`config.mk`:
```
export PLATFORM = sky130hd
export DESIGN_NAME = bitmap_draw_seq
export DESIGN_NICKNAME = d
export VERILOG_FILES = /design/src/rtl/bitmap_pkg.sv /design/src/rtl/bitmap_addr.sv /design/src/rtl/bitmap_px_fifo.sv /design/src/rtl/bitmap_draw_seq.sv
export SDC_FILE = /design/constraint.sdc
export NUM_CORES = 1
export LEC_CHECK = 0
export ABC_CLOCK_PERIOD_IN_PS = 17300
export CAP_MARGIN = 20
export CORE_MARGIN = 4
export CORE_UTILIZATION = 65
export CTS_BUF_LIST = sky130_fd_sc_hd__clkbuf_8
export DETAILED_ROUTE_END_ITERATION = 8
export PLACE_DENSITY = 0.86
export SLEW_MARGIN = 20
export SYNTH_ARGS = -nofsm -noshare
export SYNTH_HDL_FRONTEND = slang
export SYNTH_SLANG_ARGS = --single-unit
```
`constraint.sdc`:
```
create_clock -name clk -period 17.3 [get_ports clk]
set_input_delay 3.46 -clock clk [delete_from_list [all_inputs] [get_ports clk]]
set_output_delay 3.46 -clock clk [all_outputs]
set_load 0.02 [all_outputs]
```
`src/rtl/bitmap_pkg.sv`:
```
// Shared types and constants for the bitmap draw sequencer slice.
package bitmap_pkg;

   localparam int CORDW_DEF = 16;
   localparam int ADDRW_DEF = 24;
   localparam int ADDR_LAT  = 3;

   typedef enum logic [1:0] {
      IDLE  = 2'd0,
      WALK  = 2'd1,
      DRAIN = 2'd2,
      FIN   = 2'd3
   } state_t;

   // Number of coordinates currently travelling through the address pipeline.
   function automatic logic [1:0] popcount3(input logic [ADDR_LAT-1:0] v);
      popcount3 = {1'b0, v[0]} + {1'b0, v[1]} + {1'b0, v[2]};
   endfunction

endpackage

```
`src/rtl/bitmap_addr.sv`:
```
// Three-stage pixel address pipeline: offset, row multiply plus bounds test, final sum.
module bitmap_addr #(
   parameter int CORDW = 16,
   parameter int ADDRW = 24
) (
   input  logic             clk,
   input  logic             rst_n,
   input  logic [CORDW-1:0] bmpw,
   input  logic [CORDW-1:0] bmph,
   input  logic [CORDW-1:0] x,
   input  logic [CORDW-1:0] y,
   input  logic [CORDW-1:0] offx,
   input  logic [CORDW-1:0] offy,
   output logic [ADDRW-1:0] addr,
   output logic             clip
);

   logic [CORDW-1:0]   x1_r, y1_r, x2_r;
   logic [2*CORDW-1:0] row2_r;
   logic               clip2_r;
   logic [ADDRW-1:0]   addr_r;
   logic               clip_r;
   logic               clip1_s;

   // Negative or at/after the bitmap edge is outside the drawable area.
   assign clip1_s = x1_r[CORDW-1] || y1_r[CORDW-1] ||
                    ($signed(x1_r) >= $signed(bmpw)) || ($signed(y1_r) >= $signed(bmph));

   // Pipeline registers for all three stages.
   always_ff @(posedge clk or negedge rst_n) begin
      if (!rst_n) begin
         x1_r    <= {CORDW{1'b0}};
         y1_r    <= {CORDW{1'b0}};
         x2_r    <= {CORDW{1'b0}};
         row2_r  <= {(2*CORDW){1'b0}};
         clip2_r <= 1'b0;
         addr_r  <= {ADDRW{1'b0}};
         clip_r  <= 1'b0;
      end else begin
         x1_r    <= x + offx;
         y1_r    <= y + offy;
         x2_r    <= x1_r;
         row2_r  <= $signed({{CORDW{y1_r[CORDW-1]}}, y1_r}) * $signed({{CORDW{bmpw[CORDW-1]}}, bmpw});
         clip2_r <= clip1_s;
         addr_r  <= row2_r[ADDRW-1:0] + {{(ADDRW-CORDW){x2_r[CORDW-1]}}, x2_r};
         clip_r  <= clip2_r;
      end
   end

   assign addr = addr_r;
   assign clip = clip_r;

endmodule

```
`src/rtl/bitmap_px_fifo.sv`:
```
// Synchronous pixel-address FIFO with occupancy count; DEPTH must be a power of two.
module bitmap_px_fifo #(
   parameter int DW    = 24,
   parameter int DEPTH = 4,
   parameter int AW    = $clog2(DEPTH)
) (
   input  logic          clk,
   input  logic          rst_n,
   input  logic          push,
   input  logic [DW-1:0] din,
   input  logic          pop,
   output logic [DW-1:0] dout,
   output logic          empty,
   output logic [AW:0]   count
);

   logic [DW-1:0] mem_r [DEPTH];
   logic [AW-1:0] wr_ptr_r, rd_ptr_r;
   logic [AW:0]   count_r;
   logic          push_ok_s, pop_ok_s;

   assign empty     = (count_r == {(AW+1){1'b0}});
   assign push_ok_s = push && (count_r != (AW+1)'(DEPTH));
   assign pop_ok_s  = pop && !empty;

   // Storage, pointers and occupancy; pointers wrap naturally at DEPTH.
   always_ff @(posedge clk or negedge rst_n) begin
      if (!rst_n) begin
         for (int i = 0; i < DEPTH; i++) begin
            mem_r[i] <= {DW{1'b0}};
         end
         wr_ptr_r <= {AW{1'b0}};
         rd_ptr_r <= {AW{1'b0}};
         count_r  <= {(AW+1){1'b0}};
      end else begin
         if (push_ok_s) begin
            mem_r[wr_ptr_r] <= din;
            wr_ptr_r        <= wr_ptr_r + AW'(1);
         end
         if (pop_ok_s) begin
            rd_ptr_r <= rd_ptr_r + AW'(1);
         end
         case ({push_ok_s, pop_ok_s})
            2'b10:   count_r <= count_r + (AW+1)'(1);
            2'b01:   count_r <= count_r - (AW+1)'(1);
            default: count_r <= count_r;
         endcase
      end
   end

   assign dout  = mem_r[rd_ptr_r];
   assign count = count_r;

endmodule

```
`src/rtl/bitmap_draw_seq.sv`:
```
// Raster-order rectangle walker feeding bitmap_addr into a credit-managed output FIFO.
// Define BITMAP_DRAW_CLIPCNT_EN to add the saturating clip_count output.
module bitmap_draw_seq
   import bitmap_pkg::*;
#(
   parameter int CORDW      = CORDW_DEF,
   parameter int ADDRW      = ADDRW_DEF,
   parameter int FIFO_DEPTH = 4
) (
   input  logic             clk,
   input  logic             rst_n,
   input  logic             start,
   input  logic [CORDW-1:0] rect_x,
   input  logic [CORDW-1:0] rect_y,
   input  logic [CORDW-1:0] rect_w,
   input  logic [CORDW-1:0] rect_h,
   input  logic [CORDW-1:0] bmpw,
   input  logic [CORDW-1:0] bmph,
   input  logic [CORDW-1:0] offx,
   input  logic [CORDW-1:0] offy,
   output logic             busy,
   output logic             done,
   output logic             px_valid,
   input  logic             px_ready,
   output logic [ADDRW-1:0] px_addr
`ifdef BITMAP_DRAW_CLIPCNT_EN
   ,
   output logic [CORDW-1:0] clip_count
`endif
);

   localparam int CW = $clog2(FIFO_DEPTH) + 1;

   state_t              state_r, state_s;
   logic [CORDW-1:0]    x_r, y_r, rx_r, x_end_r, y_end_r;
   logic [CORDW-1:0]    bmpw_r, bmph_r, offx_r, offy_r;
   logic [ADDR_LAT-1:0] vld_r;
   logic [CW-1:0]       fifo_count_s;
   logic [CW:0]         used_s;
   logic [ADDRW-1:0]    ba_addr_s;
   logic                start_ok_s, empty_rect_s, issue_s, last_s;
   logic                push_s, pop_s, fifo_empty_s, clip_s, drained_s;

   assign start_ok_s   = (state_r == IDLE) && start;
   assign empty_rect_s = rect_w[CORDW-1] || (rect_w == {CORDW{1'b0}}) ||
                         rect_h[CORDW-1] || (rect_h == {CORDW{1'b0}});
   // Credits count both queued entries and results still inside the pipeline.
   assign used_s       = {1'b0, fifo_count_s} + (CW+1)'(popcount3(vld_r));
   assign issue_s      = (state_r == WALK) && (used_s < (CW+1)'(FIFO_DEPTH));
   assign last_s       = (x_r == x_end_r) && (y_r == y_end_r);
   assign push_s       = vld_r[ADDR_LAT-1] && !clip_s;
   assign pop_s        = !fifo_empty_s && px_ready;
   assign drained_s    = (vld_r == {ADDR_LAT{1'b0}}) &&
                         (fifo_empty_s || ((fifo_count_s == CW'(1)) && pop_s));

   // State register.
   always_ff @(posedge clk or negedge rst_n) begin
      if (!rst_n) begin
         state_r <= IDLE;
      end else begin
         state_r <= state_s;
      end
   end

   // Next-state logic.
   always_comb begin
      state_s = state_r;
      case (state_r)
         IDLE: begin
            if (start) begin
               state_s = empty_rect_s ? FIN : WALK;
            end else begin
               state_s = IDLE;
            end
         end
         WALK: begin
            if (issue_s && last_s) begin
               state_s = DRAIN;
            end else begin
               state_s = WALK;
            end
         end
         DRAIN: begin
            if (drained_s) begin
               state_s = FIN;
            end else begin
               state_s = DRAIN;
            end
         end
         FIN:     state_s = IDLE;
         default: state_s = IDLE;
      endcase
   end

   // Status outputs decoded from the state register.
   always_comb begin
      busy = (state_r != IDLE);
      done = (state_r == FIN);
   end

   // Latched job parameters and raster-order coordinate counters.
   always_ff @(posedge clk or negedge rst_n) begin
      if (!rst_n) begin
         x_r     <= {CORDW{1'b0}};
         y_r     <= {CORDW{1'b0}};
         rx_r    <= {CORDW{1'b0}};
         x_end_r <= {CORDW{1'b0}};
         y_end_r <= {CORDW{1'b0}};
         bmpw_r  <= {CORDW{1'b0}};
         bmph_r  <= {CORDW{1'b0}};
         offx_r  <= {CORDW{1'b0}};
         offy_r  <= {CORDW{1'b0}};
      end else if (start_ok_s) begin
         x_r     <= rect_x;
         y_r     <= rect_y;
         rx_r    <= rect_x;
         x_end_r <= rect_x + rect_w - CORDW'(1);
         y_end_r <= rect_y + rect_h - CORDW'(1);
         bmpw_r  <= bmpw;
         bmph_r  <= bmph;
         offx_r  <= offx;
         offy_r  <= offy;
      end else if (issue_s) begin
         if (x_r == x_end_r) begin
            x_r <= rx_r;
            y_r <= y_r + CORDW'(1);
         end else begin
            x_r <= x_r + CORDW'(1);
         end
      end
   end

   // In-flight marker, aligned with the address pipeline latency.
   always_ff @(posedge clk or negedge rst_n) begin
      if (!rst_n) begin
         vld_r <= {ADDR_LAT{1'b0}};
      end else begin
         vld_r <= {vld_r[ADDR_LAT-2:0], issue_s};
      end
   end

   bitmap_addr #(.CORDW(CORDW), .ADDRW(ADDRW)) u_addr (
      .clk   (clk),
      .rst_n (rst_n),
      .bmpw  (bmpw_r),
      .bmph  (bmph_r),
      .x     (x_r),
      .y     (y_r),
      .offx  (offx_r),
      .offy  (offy_r),
      .addr  (ba_addr_s),
      .clip  (clip_s)
   );

   bitmap_px_fifo #(.DW(ADDRW), .DEPTH(FIFO_DEPTH)) u_fifo (
      .clk   (clk),
      .rst_n (rst_n),
      .push  (push_s),
      .din   (ba_addr_s),
      .pop   (pop_s),
      .dout  (px_addr),
      .empty (fifo_empty_s),
      .count (fifo_count_s)
   );

   assign px_valid = !fifo_empty_s;

`ifdef BITMAP_DRAW_CLIPCNT_EN
   logic [CORDW-1:0] clip_cnt_r;

   // Saturating count of clipped returns for the current job.
   always_ff @(posedge clk or negedge rst_n) begin
      if (!rst_n) begin
         clip_cnt_r <= {CORDW{1'b0}};
      end else if (start_ok_s) begin
         clip_cnt_r <= {CORDW{1'b0}};
      end else if (vld_r[ADDR_LAT-1] && clip_s && (clip_cnt_r != {CORDW{1'b1}})) begin
         clip_cnt_r <= clip_cnt_r + CORDW'(1);
      end
   end

   assign clip_count = clip_cnt_r;
`endif

endmodule
```
* Word-level counts from Yosys, hierarchy flattened
Cells that the tools add are included.
** Cells by class
- Equality and inequality tests :: 9
- Bitwise gates (word level) :: 2
- Multiply operators :: 1
- Shift operators :: 0
- Divide/modulo/power cells :: 0
- Magnitude comparators :: 6
- Multiplexer cells :: 18
- Reductions and logical operators :: 30
- Add/sub/neg operators :: 16
** Operators by type and width (number)
- bitwise mux 96 bit :: 1
- 2-to-1 mux 16 bit :: 6
- 2-to-1 mux 24 bit :: 3
- adder 16 bit :: 4
- binary-select mux 24 bit (select 2 bit) :: 1
- demux 24 bit (select 2 bit) :: 1
- adder 16 x 1 -> 16 bit (second input constant) :: 2
- == test 16 bit :: 2
- greater-or-equal comparator 16 bit :: 2
- logical NOT 16 bit :: 2
- subtractor 16 x 1 -> 16 bit (second input constant) :: 2
- adder 24 bit :: 1
- multiplier 16 x 16 -> 24 bit :: 1
- logical AND 1 bit :: 11
- case mux 2 bit (4 select lines) :: 1
- nonzero test 2 bit :: 4
- logical OR 1 bit :: 7
- == test 2 bit (second input constant) :: 3
- greater-or-equal comparator 3 bit (second input constant) :: 2
- logical NOT 3 bit :: 2
- 2-to-1 mux 2 bit :: 3
- NOT 2 -> 3 bit :: 2
- case mux 3 bit (2 select lines) :: 1
- adder 2 x 1 -> 2 bit (second input constant) :: 2
- 14 further kinds :: 16
** Storage, ports and cells
- Register bits :: 350
- RAM bits :: 0
- Memories kept :: 0
- Logic and storage cells :: 107
- ROM bits :: 0
- Output and inout bits :: 27
- Latch bits :: 0

* Logic depth before layout (Yosys ltp)
- Depth in word-level cells :: 8
- Depth in mapped cells :: 23
- Depth with buffers taken out :: 21

* Hierarchy
Synthesis repeated with hierarchy kept, for this count alone.
** Second synthesis, totals
- Cells, all modules :: 2779
- Area, all modules :: 26983.4 µm²
** Modules (own cells, without submodules)
- bitmap_addr :: instances 1, seq. area each 2452.4 µm², area each 13425.4 µm², cells each 1437
- bitmap_draw_seq :: instances 1, seq. area each 3728.6 µm², area each 8966.1 µm², cells each 1072
- bitmap_px_fifo :: instances 1, seq. area each 2577.5 µm², area each 4591.9 µm², cells each 270

* Worst setup path after synthesis
Ideal clock, no wire load.
- Path type :: input -> register
- Start point :: input port rect_x[1]
- End point :: register x_end_r[15]
- Setup time :: 131 ps
- Data required time :: 17169 ps
- Cell stages on the path :: 14
- Slack :: 11373 ps
- Arrival time :: 5796 ps
- Path buffers :: 0
- Path through :: inv_1 > ha_1 > inv_1 > ha_1 > inv_1 > fa_1 > nor2b_1 > o21ai_0 > nand2b_1 > a31oi_1 > a2111oi_0 > o311a_1 > or3_1 > nand3_1
** Between the ends
- Word-level cells in the longest chain between the ends :: 2
** Ends and longest elaborated chain
- start: declaration :: line bitmap_draw_seq.sv:13 : input logic [CORDW-1:0] rect_x,
- adder 16 bit :: line bitmap_draw_seq.sv:117 : x_end_r <= rect_x + rect_w - CORDW'(1);
- subtractor 16 x 1 -> 16 bit :: line bitmap_draw_seq.sv:117
- end signal: assignment :: line bitmap_draw_seq.sv:107 : x_end_r <= {CORDW{1'b0}};
- end signal: assignment :: line bitmap_draw_seq.sv:117
- end: declaration :: line bitmap_draw_seq.sv:35 : logic [CORDW-1:0] x_r, y_r, rx_r, x_end_r, y_end_r;
No other way between the ends.
A chain may end at the register's enable or synchronous reset.

* Worst setup path in the final report
- Start point :: register u_addr.y1_r[8]
- End point :: register u_addr.row2_r[23]
** Between the ends
- Word-level cells in the longest chain between the ends :: 1
** Ends and longest elaborated chain
- start: declaration :: line bitmap_addr.sv:18 : logic [CORDW-1:0] x1_r, y1_r, x2_r;
- start signal: assignment :: line bitmap_addr.sv:33 : y1_r <= {CORDW{1'b0}};
- start signal: assignment :: line bitmap_addr.sv:41 : y1_r <= y + offy;
- multiplier 16 x 16 -> 24 bit :: line bitmap_addr.sv:43 : row2_r <= $signed({{CORDW{y1_r[CORDW-1]}}, y1_r}) * $signed({{CORDW{bmpw[CORDW-1]}}, bmpw});
- end signal: assignment :: line bitmap_addr.sv:35 : row2_r <= {(2*CORDW){1'b0}};
- end signal: assignment :: line bitmap_addr.sv:43
- end: declaration :: line bitmap_addr.sv:19 : logic [2*CORDW-1:0] row2_r;
No other way between the ends.

==> metrics.md <==
| Metric | Value |
|---|---|
| Status | `finished, final reports clean` |
| Fraction of layout cells with a size suffix above 1 | `0.08299` |
| Final hold vios | `0` |
| Die Ht | `209.2 um` |
| Fin nets | `3416` |
| R2r setup slk | `10730 ps` |
| Routed wire length | `62480 um` |
| Clock slew at reported path FFs | `70 ps` |
| Post-CTS Hold Fix Bufs | `0` |
| Port bufs | `158` |
| P&R area growth vs syn | `12.32%` |
| Global-route wire length before repair | `103300 um` |
| Worst Tran Pin Value | `978.5 ps` |
| Hold Path Class | `reg -> reg` |
| Post-synth EDFFs | `0` |
| Clk root buf | `clkbuf_8` |
| R2R cell count | `19` |
| Fin util | `0.7404` |
| Slowest stage cell on the critical path | `dfrtp_1` |
| Initial core utilization | `0.6592` |
| Setup violators final | `0` |
| Hold depth | `0` |
| CP arrival | `7080 ps` |
| Max H-tree Level | `2` |
| Post-CTS Setup Repair Bufs | `0` |
| Buf/Inv on CP | `4` |
| Wire per inst | `18.22 um` |
| Reg2reg end | `u_addr.row2_r[23]` |
| Drt pass-1 iters | `6` |
| Crit path top cell by count | `fa_1` |
| Yosys Warn Count | `0` |
| FF/Latch Area | `8758 sq um` |
| Max Cap Violations | `0` |
| RSZ-0062 raised after global routing | `false` |
| Mean Syn Cell Area | `9.676 sq um` |
| CP Class | `reg -> reg` |
| Final setup TNS | `0 ps` |
| Placed cells | `3327` |
| Largest net degree at the start of global routing | `130` |
| Unique masters post-synth | `64` |
| Reg-to-Reg Start | `u_addr.y1_r[8]` |
| Via count | `19751` |
| Count leader, synth | `inv_1` |
| CTS sink cnt | `350` |
| Grt ovf | `0` |
| CTS tree | `done` |
| Post-route ant nets | `0` |
| Cts repair resizes | `0` |
| Synth top area cells | `dfrtp_1, fa_1, ha_1, inv_1, nand2_1` |
| Aggregate global-route resource usage | `0.2884` |
| Chip width | `209.2 um` |
| Seq/Total Area, Yosys | `0.3329` |
| Crit Path Max Fanout | `17` |
| Fmax | `152.1 MHz` |
| Synth area leader | `dfrtp_1` |
| Req. time, crit path | `17800 ps` |
| Hold EP | `vld_r[2]` |
| Worst Setup SP | `u_addr.y1_r[8]` |
| Syn Nets | `3273` |
| Mapped Cells | `2719` |
| Fin. max-slew vios | `0` |
| Vias in the first global route | `20925` |
| Site Rows | `73` |
| DRC Markers | `0` |
| Slew margin rel. | `0.3477` |
| Clock Path Buffers | `3` |
| I/O Pins | `159` |
| Fin crit share | `0.3799` |
| Finished Layout Cells | `3430` |
| CTS Buf Count | `56` |
| Placer Congestion | `0.8924` |
| Clock skew | `29.76 ps` |
| Max stage delay on crit path | `670 ps` |
| Kind of start point of the critical path | `flip-flop` |
| Synthesized cell area | `26310 sq um` |
| HP Start | `vld_r[1]` |
| Core Area | `39910 sq um` |
| Initial antenna violation count | `4` |
| Setup crit end kind | `flip-flop` |
| Crit path max-delay family | `adder cells` |
| Post-synth top cells | `inv_1, nand2_1, dfrtp_1` |
| Insertion delay to the later sink of the worst-skew pair | `650 ps` |
| Share of the synthesized area in the top cell type | `0.3329` |
| Die area | `43760 sq um` |
| Post-synth top flop | `dfrtp_1` |
| Post-DP HPWL | `47240 um` |
| 1st-iter DRT viols | `1341` |
| CP Cell Sequence | `and2_1, fa_1, inv_1, fa_1, fa_1, inv_1, fa_1, fa_1, inv_1, fa_1, inv_1, ha_1, a21oi_1, o22ai_1, a211o_1, a41o_1, o41ai_1, o21ai_0, xnor2_1` |
| Vias/cell | `5.758` |
| #FFs+latches synth | `350` |
| Min cycle time layout | `6573 ps` |
| Final-layout fill cell count | `2736` |
| Multi-input logic area | `15630 sq um` |
| Asr flop ratio synth | `1.000` |
==> how the worst max path moves through the flow <==
stage	cells after the start	slack, ps	to
2_1_floorplan	14	11370	x_end_r[15]
3_3_place_gp	15	10610	x_end_r[15]
3_5_place_dp	15	10520	x_end_r[15]
4_1_cts	19	10760	u_addr.row2_r[23]
5_1_grt	18	10480	u_addr.row2_r[23]
6_report	19	10730	u_addr.row2_r[23]
==> layout make-up <==
cell class	instances	area share
multi-input combinational	1853	0.5288
sequential	350	0.2964
timing repair buffer	173	0.05885
inverter	428	0.05437
clock buffer	70	0.03260
tap	525	0.02223
clock inverter	30	0.006732
antenna	1	0.00008468
==> cells by family (layout without fill, tap and decap cells) <==
logic type      after synthesis  after routing  synth area share
buf+inv                     516            701           0.07362
fa+ha+maj                   422            422            0.2558
mux                         123            123           0.06287
simple gates                767            767            0.1316
flops                       350            350            0.3329
xor+xnor                    170            170           0.05659
other cells                   0              1                 0
compound gates              371            371           0.08665
==> per-layer routing <==
layer  up-vias  GRT usage  part of all wire
met5         -          0           0.00051
met4         6     0.1109             0.044
met3       170    0.04954             0.066
met2       669     0.4952              0.50
met1      9789     0.3684              0.39
li1       9117          -                 -
==> stage by stage <==
| stage | hold WS [ps] | instance area, sq um | worst slack [ps] |
|---|---|---|---|
| CTS | 384.2 | 29490 | 10760 |
| detailed placement | 366.6 | 28330 | 10520 |
| floorplan | 331.2 | 26310 | 11370 |
| global placement | 362.0 | 28330 | 10610 |
| finish | 383.7 | 29550 | 10730 |
| global route | 393.6 | 29550 | 10480 |
==> sequential cells by signal (all words and copies together), names as in the netlist <==
register,count
u_fifo.mem_r,96
u_addr.addr,24
u_addr.row2_r,24
bmph_r,16
bmpw_r,16
offx_r,16
offy_r,16
rx_r,16
u_addr.x1_r,16
u_addr.x2_r,16
u_addr.y1_r,16
x_end_r,16
x_r,16
y_end_r,16
y_r,16
u_fifo.count,3
vld_r,3
state_r,2
u_fifo.rd_ptr_r,2
u_fifo.wr_ptr_r,2
u_addr.clip,1
u_addr.clip2_r,1
==> placed cells by master (no fill, tap or decap), drive strengths merged, types with 15 or more instances in the layout <==
cell type      netlist  final
a21o                27     27
a21oi               66     66
a31oi               16     16
and2                97     97
buf                  7     16
clkbuf              81     70
clkdlybuf4s50        0    157
dfrtp              350    350
fa                 193    193
ha                 229    229
inv                428    443
mux2                98     98
mux4                24     24
nand2              409    409
nand3               31     31
nand4               21     21
nor2               100    100
nor2b               15     15
nor3                34     34
nor4                17     17
o21ai              154    154
xnor2              109    109
xor2                61     61
Power is not shown: default switching activity piles up to over one toggle a cycle in this logic, so the estimate is an artifact.
==> edit 1 (same settings) <==
The 4 states of `state_t` get a one-hot encoding in 4 bits.
--- a/src/rtl/bitmap_pkg.sv
+++ b/src/rtl/bitmap_pkg.sv
@@ -7,7 +7,7 @@
 
-   typedef enum logic [1:0] {
-      IDLE  = 2'd0,
-      WALK  = 2'd1,
-      DRAIN = 2'd2,
-      FIN   = 2'd3
+   typedef enum logic [3:0] {
+      IDLE  = 4'b0001,
+      WALK  = 4'b0010,
+      DRAIN = 4'b0100,
+      FIN   = 4'b1000
    } state_t;
Formal check against the unedited RTL: no difference found for any inputs over 4 cycles, from zero or initial values and one cycle with rst_n low; so few cycles prove little.
==> edit 1 against the unedited design <==
- die area grew 0.20%
- sequential cell count rose by 2
- area after synthesis rose by 0.21%
- synthesized cell count down 0.55%
- final area grew 0.28%
- global-route usage grew 0.41 points
- setup slack better by 220 ps
- utilization up 0.20 points
- wire length increased by 1.6%
- critical endpoint unchanged
Power is not shown: default switching activity piles up to over one toggle a cycle in this logic, so the estimate is an artifact.
==> edit 1: results (changes against the unedited design) <==
Worst R2R Path Depth -> 20 (was 19)
Nets -> 3,403 (was 3,416)
Post-Synth Adder-Cell Area -> 25.5% (was 25.6%)
Routed wire length -> 63,500 um (was 62,500 um)
Pre-CTS WS -> 10,190 ps (was 10,520 ps)
Worst-skew pair later-pin latency -> 650 ps (about the same)
Hpwl dp -> 48,200 um (was 47,200 um)
First-pass GRT wire length -> 104,000 um (was 103,000 um)
CTS resizes -> 0 (unchanged)
Setup Buffers After CTS -> 0 (unchanged)
Worst Setup EP -> u_addr.row2_r[23] (unchanged)
Drt first pass iters -> 5 (was 6)
Fillers -> 2,730 (was 2,736)
Largest net degree at the start of global routing -> 138 (was 130)
Met3 usage -> 5.53% (was 4.95%)
Number of buffers created by CTS -> 57 (was 56)
Placed instance area -> 28,400 um2 (was 28,300 um2)
Outcome -> completed (unchanged)
Fin crit share -> 36.7% (was 38.0%)
Seq/Total Area, Yosys -> 33.4% (was 33.3%)
Cts hold-fix bufs -> 0 (unchanged)
RR Endpoint -> u_addr.row2_r[23] (unchanged)
GR Util met2 -> 50.4% (was 49.5%)
FF-to-FF Start -> u_addr.y1_r[8] (unchanged)
Post-synth ARST share -> 100% (unchanged)
Met1 Track Usage GR -> 37.5% (was 36.8%)
FF-to-FF setup slack -> 10,950 ps (was 10,730 ps)
Crit path DAT -> 6850 ps (was 7080 ps)
Distinct cell type count after synthesis -> 66 (was 64)
FF+latch area -> 8810 um2 (was 8760 um2)
CTS root buf -> clkbuf_8 (unchanged)
WHS -> 361 ps (was 384 ps)
GR peak layer -> met2 (unchanged)
Post-synthesis mux area share -> 6.34% (was 6.29%)
Register name with the most flops -> u_fifo.mem_r (unchanged)
H-tree depth -> 2 (unchanged)
Initial antenna violation count -> 2 (was 4)
All-layer global routing usage -> 29.2% (was 28.8%)
Placer Congestion -> 0.939 (was 0.892)
Top cells by count, synth -> inv_1 (437), nand2_1 (392), dfrtp_1 (351), ha_1 (229), fa_1 (193) (was inv_1 (428), nand2_1 (409), dfrtp_1 (350), ha_1 (229), fa_1 (193))
Met2 wire length -> 31,700 um (was 30,900 um)
Routed met1 length -> 24,800 um (was 24,700 um)
Worst Skew -> 21.3 ps (was 29.8 ps)
Synthesized area per cell -> 9.75 um2 (was 9.68 um2)
Synthesis warning total -> 0 (unchanged)
Placed cells -> 3,314 (was 3,327)
Top Family by Delay on Critical Path -> adder cells (unchanged)
Synth Area in XOR/XNOR -> 5.81% (was 5.66%)
Top cells by area, synth -> dfrtp_1 (33%), fa_1 (15%), ha_1 (11%), inv_1 (6.2%), nand2_1 (5.6%) (was dfrtp_1 (33%), fa_1 (15%), ha_1 (11%), inv_1 (6.1%), nand2_1 (5.8%))
Vias in the first global route -> 20,900 (about the same)
Layout cells sized above 1 -> 8.43% (was 8.30%)
Met3 routed WL -> 4680 um (was 4110 um)
Initial DRC Count -> 1,527 (was 1,341)
Vias/cell -> 5.76 (about the same)
Vias -> 19,700 (was 19,800)
Worst-Margin Slew -> 1010 ps (was 978 ps)
Crit path largest cell delay -> 860 ps (was 670 ps)
Compound-Gate Fraction of Synth Area -> 8.16% (was 8.66%)
[edit 1: cell families after synthesis]
kind of cell | Yosys count
flip-flops | 352
buffers and inverters | 526
multiplexers | 125
AO/OA/AOI/OAI | 352
adder cells (fa/ha/maj) | 422
XOR/XNOR | 175
AND/OR/NAND/NOR | 752
[edit 1: area by class of cell]
class	instances	share of cell area, %
Tap cell	525	2.22
Sequential cell	352	29.7
Clock buffer	78	3.62
Multi-Input combinational cell	1826	52.6
Clock inverter	27	0.443
Timing Repair Buffer	175	5.85
Inverter	437	5.54
Antenna cell	1	0.00844
[edit 1: how the worst min path moves through the flow]
| stage | depth (start not counted) | startpoint | endpoint |
|---|---|---|---|
| floorplan | 0 | u_addr.clip2_r | u_addr.clip |
| global placement | 0 | u_addr.clip2_r | u_addr.clip |
| detailed placement | 0 | u_addr.clip2_r | u_addr.clip |
| CTS | 0 | u_addr.clip2_r | u_addr.clip |
| global route | 0 | u_addr.clip2_r | u_addr.clip |
| finish | 0 | u_addr.clip2_r | u_addr.clip |
==> edit 2 (config.mk and constraints unchanged) <==
Without the edit above. Build with the macro `BITMAP_DRAW_CLIPCNT_EN` defined.
--- a/src/rtl/bitmap_draw_seq.sv
+++ b/src/rtl/bitmap_draw_seq.sv
@@ -2,2 +2,4 @@
 // Define BITMAP_DRAW_CLIPCNT_EN to add the saturating clip_count output.
+`define BITMAP_DRAW_CLIPCNT_EN
+
 module bitmap_draw_seq
Function (old outputs only; new: clip_count): kept (equiv_simple and equiv_induct, registers matched by name and starting in step).
==> edit 2 against the unedited design <==
- sequential cell count up 16
- wire length up 4.2%
- setup slack worse by 55 ps
- via count up 2.4%
- maximum frequency down 0.83%
- final area up 3.5%
- area after synthesis up 2.9%
- critical endpoint unchanged
- highest routed layer unchanged
Power is left out: the tool's default activity adds up to more than one toggle a clock period on the data nets, which glitch-free logic cannot reach.
==> edit 2: results (changes against the unedited design) <==
Met3 routed WL -> 5180 um (was 4110 um)
All-layer global routing usage -> 29.6% (was 28.8%)
Hpwl dp -> 48,800 um (was 47,200 um)
Largest register FFs -> 96 (unchanged)
WHS Endpoint -> u_addr.clip (was vld_r[2])
Seq/Total Area, Yosys -> 33.8% (was 33.3%)
Initial DRC Count -> 1,593 (was 1,341)
Most used flip-flop cell after synthesis -> dfrtp_1 (unchanged)
Met2 wire length -> 32,100 um (was 30,900 um)
Top cells by count, synth -> inv_1 (434), nand2_1 (394), dfrtp_1 (366), ha_1 (230), fa_1 (193) (was inv_1 (428), nand2_1 (409), dfrtp_1 (350), ha_1 (229), fa_1 (193))
Hold Startpoint -> u_addr.clip2_r (was vld_r[1])
Routed met1 length -> 25,100 um (was 24,700 um)
IO buf count -> 174 (was 158)
Vias in the first global route -> 21,400 (was 20,900)
Slew margin rel. -> 34.0% (was 34.8%)
Initial antenna violation count -> 10 (was 4)
Placer Congestion -> 0.926 (was 0.892)
Routed wire length -> 65,100 um (was 62,500 um)
Layout cells sized above 1 -> 8.23% (was 8.30%)
Fillers -> 2,834 (was 2,736)
Largest net degree at the start of global routing -> 127 (was 130)
Worst R2R Path Depth -> 20 (was 19)
GR Util met2 -> 50.0% (was 49.5%)
Nets -> 3,498 (was 3,416)
Number of buffers created by CTS -> 57 (was 56)
Placed cells -> 3,416 (was 3,327)
Outcome -> completed (unchanged)
Setup Buffers After CTS -> 0 (unchanged)
Vias -> 20,200 (was 19,800)
Syn_nets -> 3,339 (was 3,273)
Top cells by area, synth -> dfrtp_1 (34%), fa_1 (14%), ha_1 (11%), inv_1 (6.0%), nand2_1 (5.5%) (was dfrtp_1 (33%), fa_1 (15%), ha_1 (11%), inv_1 (6.1%), nand2_1 (5.8%))
Met1 Track Usage GR -> 37.5% (was 36.8%)
First-pass GRT wire length -> 107,000 um (was 103,000 um)
Distinct cell type count after synthesis -> 69 (was 64)
Crit path DAT -> 7210 ps (was 7080 ps)
Mapped Cells -> 2,784 (was 2,719)
Worst-skew pair later-pin latency -> 670 ps (was 650 ps)
Crit path largest cell delay -> 790 ps (was 670 ps)
Routed length per placed instance -> 18.5 um (was 18.2 um)
-- edit 2: logic make-up after synthesis --
kind of cell / share of synthesized area, %
mux: 6.14
compound gates: 7.97
buf+inv: 7.29
simple gates: 13.8
flops: 33.8
fa+ha+maj: 24.9
xor+xnor: 6.08
-- edit 2: stage by stage --
stage | utilization [%] | hold WS [ps] | area [um2] | setup WS, ps
2_1_floorplan | - | 331 | 27100 | 11330
3_3_place_gp | 71.3 | 338 | 29300 | 10620
3_5_place_dp | 71.3 | 336 | 29300 | 10450
4_1_cts | 74.6 | 285 | 30600 | 10730
5_1_grt | 74.6 | 299 | 30600 | 10290
6_report | 74.6 | 307 | 30600 | 10670
-- edit 2: layout make-up --
| type | count | share of cell area, % |
|---|---|---|
| antenna | 2 | 0.0164 |
| clock buffer | 78 | 3.51 |
| clock inverter | 28 | 0.826 |
| inverter | 435 | 5.34 |
| multi-input combinational | 1895 | 52.1 |
| sequential | 366 | 29.9 |
| tap | 532 | 2.18 |
| timing repair buffer | 188 | 6.10 |
